--- config.mk ---
export PLATFORM = sky130hd
export DESIGN_NAME = sipo_flat
export DESIGN_NICKNAME = d
export VERILOG_FILES = /design/src/rtl/sipo_pkg.sv /design/src/rtl/sipo_if.sv /design/src/rtl/sipo_out_slot.sv /design/src/rtl/sipo.sv /design/src/flat_wrapper.sv
export SDC_FILE = /design/constraint.sdc
export NUM_CORES = 1
export LEC_CHECK = 0
export CORE_AREA = 2 2 39 41
export CTS_BUF_LIST = sky130_fd_sc_hd__clkbuf_4 sky130_fd_sc_hd__clkbuf_8
export DETAILED_ROUTE_END_ITERATION = 6
export DIE_AREA = 0 0 41 43
export GPL_TIMING_DRIVEN = 0
export PLACE_DENSITY = 0.65
export SKIP_CTS_REPAIR_TIMING = 1
export SLEW_MARGIN = 20
export SYNTH_ARGS = -nofsm -noshare
export SYNTH_HDL_FRONTEND = slang
export SYNTH_SLANG_ARGS = --single-unit
--- constraint.sdc ---
create_clock -name clk -period 2.27 [get_ports clk]
set_clock_uncertainty 0.1 [all_clocks]
set_input_delay 0.454 -clock clk [delete_from_list [all_inputs] [get_ports clk]]
set_output_delay 0.454 -clock clk [all_outputs]
set_load 0.01 [all_outputs]
--- src/rtl/sipo_pkg.sv ---
// ---------------------------------------------------------------------------
// sipo_pkg : shared types and helpers for the sipo deserializer and its bench
// Revision : 1.0
// ---------------------------------------------------------------------------
`default_nettype none

package sipo_pkg;

  typedef enum logic [0:0] {
    SLOT_EMPTY = 1'b0,
    SLOT_FULL  = 1'b1
  } slot_state_t;

  // Bit-counter width: max(1, clog2(width)).
  function automatic int cnt_w(input int width);
    return (width > 2) ? $clog2(width) : 1;
  endfunction

endpackage : sipo_pkg

`default_nettype wire

--- src/rtl/sipo_if.sv ---
// ---------------------------------------------------------------------------
// sipo_if : serial input, realign and valid/ready output bundle of sipo
// Revision : 1.0
// ---------------------------------------------------------------------------
`default_nettype none

interface sipo_if
  import sipo_pkg::*;
#(
  parameter int WIDTH = 4
);

  localparam int CNT_W = cnt_w(WIDTH);

  logic             clear;
  logic             shift_en;
  logic             serial_in;
  logic [WIDTH-1:0] out_data;
  logic             out_valid;
  logic             out_ready;
  logic [CNT_W-1:0] bit_count;
  logic             overflow;

  modport master (
    output clear,
    output shift_en,
    output serial_in,
    output out_ready,
    input  out_data,
    input  out_valid,
    input  bit_count,
    input  overflow
  );

  modport slave (
    input  clear,
    input  shift_en,
    input  serial_in,
    input  out_ready,
    output out_data,
    output out_valid,
    output bit_count,
    output overflow
  );

endinterface : sipo_if

`default_nettype wire

--- src/rtl/sipo_out_slot.sv ---
// ---------------------------------------------------------------------------
// sipo_out_slot : one-entry valid/ready holding register with drop indication
// Revision : 1.0
// ---------------------------------------------------------------------------
`default_nettype none

module sipo_out_slot
  import sipo_pkg::*;
#(
  parameter int WIDTH = 4
) (
  input  wire logic             clk,
  input  wire logic             rst_n,
  input  wire logic             i_load,
  input  wire logic [WIDTH-1:0] i_load_data,
  input  wire logic             i_out_ready,
  output logic      [WIDTH-1:0] o_out_data,
  output logic                  o_out_valid,
  output logic                  o_drop
);

  slot_state_t      r_state;
  logic [WIDTH-1:0] r_data;

  always_ff @(posedge clk or negedge rst_n) begin
    if (!rst_n) begin
      r_state <= SLOT_EMPTY;
      r_data  <= '0;
    end else begin
      case (r_state)
        SLOT_EMPTY: begin
          if (i_load) begin
            r_state <= SLOT_FULL;
            r_data  <= i_load_data;
          end
        end
        SLOT_FULL: begin
          // A drain and a new word in the same cycle swap the contents with no bubble.
          if (i_out_ready) begin
            if (i_load) begin
              r_data <= i_load_data;
            end else begin
              r_state <= SLOT_EMPTY;
            end
          end
        end
        default: r_state <= SLOT_EMPTY;
      endcase
    end
  end

  assign o_out_data  = r_data;
  assign o_out_valid = (r_state == SLOT_FULL);
  assign o_drop      = i_load && (r_state == SLOT_FULL) && !i_out_ready;

endmodule : sipo_out_slot

`default_nettype wire

--- src/rtl/sipo.sv ---
// ---------------------------------------------------------------------------
// sipo : MSB-first serial-in parallel-out deserializer with sticky overrun flag
// Revision : 1.0
// ---------------------------------------------------------------------------
`default_nettype none

module sipo
  import sipo_pkg::*;
#(
  parameter int WIDTH = 4
) (
  input wire logic clk,
  input wire logic rst_n,
  sipo_if.slave    bus
);

  localparam int CNT_W = cnt_w(WIDTH);
  localparam logic [CNT_W-1:0] LAST_BIT = CNT_W'(WIDTH - 1);

  logic [WIDTH-2:0] r_sr;
  logic [CNT_W-1:0] r_bit_count;
  logic             r_overflow;

  logic [WIDTH-1:0] w_word;
  logic             w_shift;
  logic             w_complete;
  logic             w_drop;

  // The incoming bit joins the partial word; its low WIDTH-1 bits are the next partial word.
  assign w_word     = {r_sr, bus.serial_in};
  assign w_shift    = bus.shift_en && !bus.clear;
  assign w_complete = w_shift && (r_bit_count == LAST_BIT);

  always_ff @(posedge clk or negedge rst_n) begin
    if (!rst_n) begin
      r_sr        <= '0;
      r_bit_count <= '0;
      r_overflow  <= 1'b0;
    end else if (bus.clear) begin
      r_sr        <= '0;
      r_bit_count <= '0;
      r_overflow  <= 1'b0;
    end else begin
      if (w_shift) begin
        r_sr        <= w_word[WIDTH-2:0];
        r_bit_count <= w_complete ? '0 : r_bit_count + 1'b1;
      end
      if (w_drop) begin
        r_overflow <= 1'b1;
      end
    end
  end

  sipo_out_slot #(
    .WIDTH (WIDTH)
  ) u_out_slot (
    .clk         (clk),
    .rst_n       (rst_n),
    .i_load      (w_complete),
    .i_load_data (w_word),
    .i_out_ready (bus.out_ready),
    .o_out_data  (bus.out_data),
    .o_out_valid (bus.out_valid),
    .o_drop      (w_drop)
  );

  assign bus.bit_count = r_bit_count;
  assign bus.overflow  = r_overflow;

endmodule : sipo

`default_nettype wire

--- src/flat_wrapper.sv ---
// flat-port wrapper written by rule: the top's interface ports become plain ports
module sipo_flat import sipo_pkg::*;
#(
  parameter int WIDTH = 4
)
  (clk, rst_n, bus_clear, bus_shift_en, bus_serial_in, bus_out_ready, bus_out_data, bus_out_valid, bus_bit_count, bus_overflow);
  sipo_if #(.WIDTH(WIDTH)) bus_i ();
  input wire logic clk;
  input wire logic rst_n;
  input wire logic [$bits(bus_i.clear)-1:0] bus_clear;
  input wire logic [$bits(bus_i.shift_en)-1:0] bus_shift_en;
  input wire logic [$bits(bus_i.serial_in)-1:0] bus_serial_in;
  input wire logic [$bits(bus_i.out_ready)-1:0] bus_out_ready;
  output wire logic [$bits(bus_i.out_data)-1:0] bus_out_data;
  output wire logic [$bits(bus_i.out_valid)-1:0] bus_out_valid;
  output wire logic [$bits(bus_i.bit_count)-1:0] bus_bit_count;
  output wire logic [$bits(bus_i.overflow)-1:0] bus_overflow;
  assign bus_i.clear = bus_clear;
  assign bus_i.shift_en = bus_shift_en;
  assign bus_i.serial_in = bus_serial_in;
  assign bus_i.out_ready = bus_out_ready;
  assign bus_out_data = bus_i.out_data;
  assign bus_out_valid = bus_i.out_valid;
  assign bus_bit_count = bus_i.bit_count;
  assign bus_overflow = bus_i.overflow;
  sipo #(.WIDTH(WIDTH)) u_core (.clk(clk), .rst_n(rst_n), .bus(bus_i));
endmodule
; ---- Word level (Yosys, flattened, before mapping)
; Index checks and enable logic that the tools add are counted.
[word_totals]
reg_bits = 11
out_inout_bits = 8
wordCells = 30
[op_classes]
n_addsub = 1
eq_ne = 2
muxes = 13
bitwise_logic = 1
reduce_logical = 8
[ops]
columns = operator, n
row1 = $mux W4, 2
row2 = $pmux W4 S2, 1
row3 = $mux W2, 3
row4 = $mux W3, 2
row5 = $logic_and A1 B1 Y1, 4
row6 = $mux W1, 4
row7 = $reduce_bool A2 Y1, 2
row8 = $add A2 B1 Y2 const B, 1
row9 = $eq A2 B2 Y1 const B, 1
row10 = $logic_not A1 Y1, 2
row11 = $ne A2 B2 Y1 const B, 1
row12 = $pmux W1 S2, 1
row13 = $not A1 Y1, 1

; ---- Depth between registers and ports, before layout
; Gate-level depths: netlist of the first run.
[logic_depth]
word_depth = 7
mapped_depth = 4

; ---- Modules after synthesis
; A second synthesis of the first run with hierarchy kept.
[hier_totals]
hier_cells = 37
area_unflattened_um2 = 489.2
[modules_own_cells]
columns = mod, instances, cells_per_inst, area_each_um2
row1 = sipo, 1, 23, 267.8
row2 = sipo_out_slot, 1, 14, 221.5

; ---- Least setup slack after synthesis of the first run
; No wires, ideal clock.
[synth_path]
path_kind = register -> register
start = register u_core.r_bit_count[0] (netlist: u_core.bus.bit_count[0])
end = register u_core.u_out_slot.r_data[0] (netlist: u_core.u_out_slot.o_out_data[0])
setup_time_ps = 125
arrival_time_ps = 1244
required_ps = 2045
slack_ps = 801
stages_incl_launch_ff = 5
synth_period_minus_slack_ps = 1469
path_cell_list = dfrtp_1 -> ha_1 -> nand2_2 -> nor3_4 -> mux2_4
[synth_via]
elab_chain_len = 5
[synth_lines]
columns = element, line
row1 = "start, declared", sipo.sv:21  ; logic [CNT_W-1:0] r_bit_count;
row2 = "start signal, assigned", sipo.sv:46  ; r_bit_count <= w_complete ? '0 : r_bit_count + 1'b1;
row3 = $eq A2 B2 Y1 (*), sipo.sv:32  ; assign w_complete = w_shift && (r_bit_count == LAST_BIT);
row4 = $logic_and A1 B1 Y1 (*), sipo.sv:32
row5 = $mux W4 (*), -
row6 = $mux W4, -
row7 = $pmux W4 S2 (*), -
row8 = "end signal, assigned", sipo_out_slot.sv:34  ; r_data <= i_load_data;
row9 = "end signal, assigned", sipo_out_slot.sv:41  ; r_data <= i_load_data;
row10 = "end, declared", sipo_out_slot.sv:23  ; logic [WIDTH-1:0] r_data;
; Every way passes the cells marked *; elsewhere a longest branch is shown, timed or not. The select of a mux whose other input is x is not followed.
; A chain may end at the register's enable or synchronous reset.

; ---- Worst setup path in the final report of the first run
[layout_path]
start = register u_core.r_bit_count[0] (netlist: u_core.bus.bit_count[0])
end = output bus_bit_count[0]
[layout_rtl]
columns = element, line
row1 = "end, declared", flat_wrapper.sv:16  ; output wire logic [$bits(bus_i.bit_count)-1:0] bus_bit_count;
; No word-level cell between the ends.

==> results of run 1 <==
## worst paths after layout
path	from	to	slack (ns)	cells past startpoint
max in group asynchronous	rst_n	u_core.bus.bit_count[1]	1.33	1
min in group asynchronous	rst_n	u_core.r_sr[2]	0.41	1
worst max register to register	u_core.bus.bit_count[0]	u_core.u_out_slot.o_out_data[0]	0.76	4
worst min-delay path	bus_clear	u_core.r_sr[1]	0.29	2
worst max-delay path	u_core.bus.bit_count[0]	bus_bit_count[0]	0.51	1
worst min register to register	u_core.bus.overflow	u_core.bus.overflow	0.40	2
## cells by family after synthesis
| logic type | after synthesis |
|---|---|
| AOI/OAI and AO/OA | 3 |
| adders and majority gates | 1 |
| DFF | 11 |
| muxes | 8 |
| buffers and inverters | 3 |
| and+or+nand+nor | 10 |
## layout make-up
cell class | instances | area (sq um)
inverter | 1 | 3.754
tap | 16 | 20.02
buffer | 2 | 22.52
multi-input combinational | 22 | 197.7
sequential | 11 | 275.3
fill | 139 | 724.4
clock buffer | 4 | 30.03
timing repair buffer | 11 | 110.1
## routing by layer
layer,global-route usage [%],routed length (um)
met1,14.72,359
met2,14.37,367
met3,6.283,63
met4,6.000,0
met5,0,0
## registers in the layout (all words and copies together) (netlist names)
signal                         count
u_core.bus.overflow                1
u_core.u_out_slot.o_out_data       4
u_core.bus.bit_count               2
u_core.r_sr                        3
u_core.u_out_slot.o_out_valid      1
## Yosys cell counts
master / instances / share of area [%]
nor3b_1: 1 / 1.5
o21bai_1: 1 / 1.5
ha_1: 1 / 2.5
mux2_4: 4 / 12
a21oi_1: 1 / 1.0
nor2_1: 6 / 4.5
mux2i_1: 4 / 8.0
buf_6: 2 / 4.5
nand2_2: 1 / 1.3
a31oi_1: 1 / 1.3
inv_1: 1 / 0.75
dfrtp_1: 11 / 55
nor3_4: 1 / 3.3
nor2b_4: 1 / 2.8
## stage by stage
stage               cells  worst slack, ns  cell area (sq um)  total power, mW  utilization, %
global route           67           0.4647              659.4           0.4366           47.65
CTS                    67           0.4994              659.4           0.4180           47.65
detailed placement     63           0.3792              629.4           0.2707           45.48
global placement       63           0.3807              629.4           0.2701           45.48
finish                 67           0.5100              659.4           0.4094           47.65
floorplan              36           0.8010              499.2           0.2426               -
## power breakdown
group | internal (mW) | switching (mW)
Sequential | 0.205 | 0.00615
Combinational | 0.0328 | 0.0223
Clock | 0.0798 | 0.0633
Total | 0.318 | 0.0918
==> run metrics, run 1 <==
Leak Pwr=a little over 0.3 nW; Post-Synth Adder-Cell Area=2.506%; Worst-path clk slew=roughly 0.070 ns; Clock Latency Late Sink=0.26 ns; final worst-path cycle share=just under 80%; die height=43 um; syn nets=43; worst path buffer plus inverter count=1; pwr dens=between 600 and 700 nW/um^2; Routed Antenna Nets=0; slowest cell on the critical path=clkdlybuf4s50_1; initial antenna violation count=0; DR WL/cell=11.81 um; compound-gate portion of the synthesized area=3.759%; first-pass GRT wire length=between 1 and 1.5 mm; DRT iter0 DRCs=2; DP HPWL=581.1 um; IO Port Bufs=11; Final Hold Viols=0; Setup violations, final=0; CP Max Fanout=4; Syn Area/Cell=around 14 sq um; Worst setup SP type=flop; synth unique cells=14; largest family of logic cells by synthesized area=multiplexers; Initial Util=36.08%; Synth warnings=0; Final TNS setup=0 ns; GRT Resource Usage Total=a little under an eighth; Peak Freq=568.2 MHz; hold_ws=~0.29 ns; flop and latch count out of synthesis=11; family with the most delay on the worst path=buffers and inverters; CTS max path bufs=2; vias per cell=between 4 and 5; Clk Tree Root Cell=clkbuf_4; Post-Syn Instances=36; Worst Tran Pin Value=slightly below 0.5 ns; TritonCTS Buffers=3; Max-Cap Viols=0; Syn Std Cell Area=between 400 and 500 sq um; largest net degree at the start of global routing=12; commonest cells after routing, fill and taps aside=clkdlybuf4s50_1, dfrtp_1, nor2_1; Rel. slew slack=between 60% and 70%; WS Path Type=reg -> out; Boundary Pins=14; area grow syn2layout=32.08%; RSZ-0062 raised after global routing=no; H-tree depth=1; vias in the first global route=slightly below 300; crit end category=primary output; max incr delay on CP=roughly 0.55 ns; Seq/Total Area, Yosys=a little under three fifths; worst path required time=1.72 ns; mux contribution to synthesized area=between 20% and 30%; ANT cells=0; Final Wtd Congestion=0.6315; CP cell instances=clkdlybuf4s50_1; Core Area=between 1000 and 1500 sq um; Die X=around 41 um; Max rail drop VDD=approximately 310 uV; Vias=324; Pre-Repair DR Iteration Count=4; NumNets Final=about 60; Arr. time, crit path=between 1 and 1.5 ns; post-synthesis simple-gate area fraction=13.28%; layout cells sized above 1=25.49%; grt ovf=0; CTS tree=yes; Die ar.=around 1800 sq um; XOR/XNOR Fraction of Synth Area=0%; row count=14; Hold Path Class=in -> reg; WL final=roughly 790 um; fin. max-slew vios=0; clock sink count=11; outcome=complete, no violations; DRC viols=0; clock period minus worst slack=~1.8 ns
(Power assumes the default switching activity.)
==> inputs of run 2 (changes only) <==
Clock period 2.27 ns to 1.8 ns, I/O delays scaled along.
==> results of run 2 <==
Same layout as run 1 (identical final DEF). Status: complete, no violations.
Main changes from that run: setup slack after placement 0.3792 ns -> 0.003195 ns; setup slack after layout 0.5100 ns -> 0.1340 ns; hold slack 0.2894 ns -> 0.1954 ns; register-to-register setup slack 0.76 ns -> 0.29 ns; total power 0.4094 mW -> 0.5163 mW; worst IR drop on VDD 315.0 uV -> 397.2 uV
==> inputs of run 3 (changes only) <==
Settings changed: PLACE_DENSITY 0.65 to 0.69.
==> run metrics, run 3 (synthesis gave the netlist of run 1 again) <==
Peak Freq=roughly 600 MHz; DRT iter0 DRCs=1; hold path start=bus_clear; NumNets Final=slightly below 60; Arr. time, crit path=approximately 1.2 ns; clock period minus worst slack=around 1.7 ns; Int Power=approximately 0.4 mW; Final Total Pwr=between 0.5 and 0.6 mW; switching pwr=about 0.11 mW; pre-CTS setup slack=between 0.01 and 0.015 ns; Leak Pwr=0.3061 nW; Core Area=1384 sq um; Clk pwr share=roughly 34%; design area=around 660 sq um; area grow syn2layout=32.08%; H-tree depth=1; clock sink count=11; CP startpoint=u_core.bus.bit_count[0]; Rel. slew slack=68.46%; Finished Layout Cells=67; fillers=between 100 and 150; Worst Tran Pin Value=about 0.47 ns; final worst-path cycle share=between 90 and 100%; CTS tree=yes; worst path required time=~1.3 ns; Die ar.=about 1800 sq um; TritonCTS Buffers=3; Pre-Repair DR Iteration Count=3; Routed Antenna Nets=0; vias in the first global route=approximately 280; CTS max path bufs=2; Max rail drop VDD=465.7 uV; DR WL/cell=between 10 and 15 um; Final Hold Viols=0; grt ovf=0; final core utilization=47.65%; DRC viols=0; Boundary Pins=14; Hold Path Class=in -> reg; family with the most delay on the worst path=buffers and inverters; largest net degree at the start of global routing=12; outcome=complete, no violations; crit end category=primary output; combinational fraction of design power=a little over an eighth; setup ws final=roughly 0.15 ns; Reg power frac=52.3%; Worst setup SP type=flop; Setup violations, final=0; GRT Resource Usage Total=approximately 11%; WS Path Type=reg -> out; pwr dens=772.8 nW/um^2; Vias=approximately 300; row count=14; IO Port Bufs=11; reg2reg start=u_core.bus.bit_count[0]; max reg flops=4; initial antenna violation count=0; CP cell instances=clkdlybuf4s50_1; slowest cell on the critical path=clkdlybuf4s50_1; max incr delay on CP=0.55 ns; commonest cells after routing, fill and taps aside=clkdlybuf4s50_1, dfrtp_1, nor2_1; ANT cells=0; RSZ-0062 raised after global routing=no; Die X=between 40 and 50 um; CP Max Fanout=4; hold_ws=slightly below 0.2 ns; WL final=759 um; Max-Cap Viols=0; Placed Instances=between 60 and 70; fin. max-slew vios=0; Clock Latency Late Sink=approximately 0.26 ns; Clk Tree Root Cell=clkbuf_4; Final Wtd Congestion=0.6751; first-pass GRT wire length=1.269 mm; die height=43 um; Initial Util=a little over a third; Worst-path clk slew=about 0.06 ns; Post-DP Area=between 600 and 700 sq um; switching part of the total power=21.37%; vias per cell=4.537; worst path buffer plus inverter count=1; Final TNS setup=0 ns; layout cells sized above 1=approximately 25%
[run 3: final timing paths]
check / end / cells past startpoint / slack (ns)
setup reg to reg: u_core.u_out_slot.o_out_data[0] / 4 / 0.30
setup / recovery: bus_bit_count[0] / 1 / 0.15
hold / removal: u_core.r_sr[1] / 2 / 0.20
hold reg to reg: u_core.bus.overflow / 2 / 0.41
max in group asynchronous: u_core.u_out_slot.o_out_data[0] / 1 / 0.96
min in group asynchronous: u_core.u_out_slot.o_out_data[2] / 1 / 0.32
[run 3: cell type report]
type,instances,area (sq um),area share [%]
Inverter,1,3.754,0.5693
Clock buffer,4,30.03,4.554
Sequential cell,11,275.3,41.75
Tap cell,16,20.02,3.036
Timing Repair Buffer,11,110.1,16.70
Buffer,2,22.52,3.416
Multi-Input combinational cell,22,197.7,29.98
[run 3: routing by layer]
metal | up-vias | routed length [um] | GRT usage [%]
met2 | 8 | 367 | 14.06
met1 | 146 | 330 | 15.70
met5 | - | 0 | 0
li1 | 150 | - | -
met4 | 0 | 0 | 2.000
met3 | 0 | 62 | 9.424
[run 3: power by group through the flow]
stage / Clock [mW] / Combinational, mW / Sequential, mW
floorplan: 0 / 0.0312 / 0.275
global placement: 0 / 0.0697 / 0.271
detailed placement: 0 / 0.0711 / 0.272
CTS: 0.183 / 0.0715 / 0.267
global route: 0.197 / 0.0759 / 0.268
finish: 0.173 / 0.0699 / 0.266
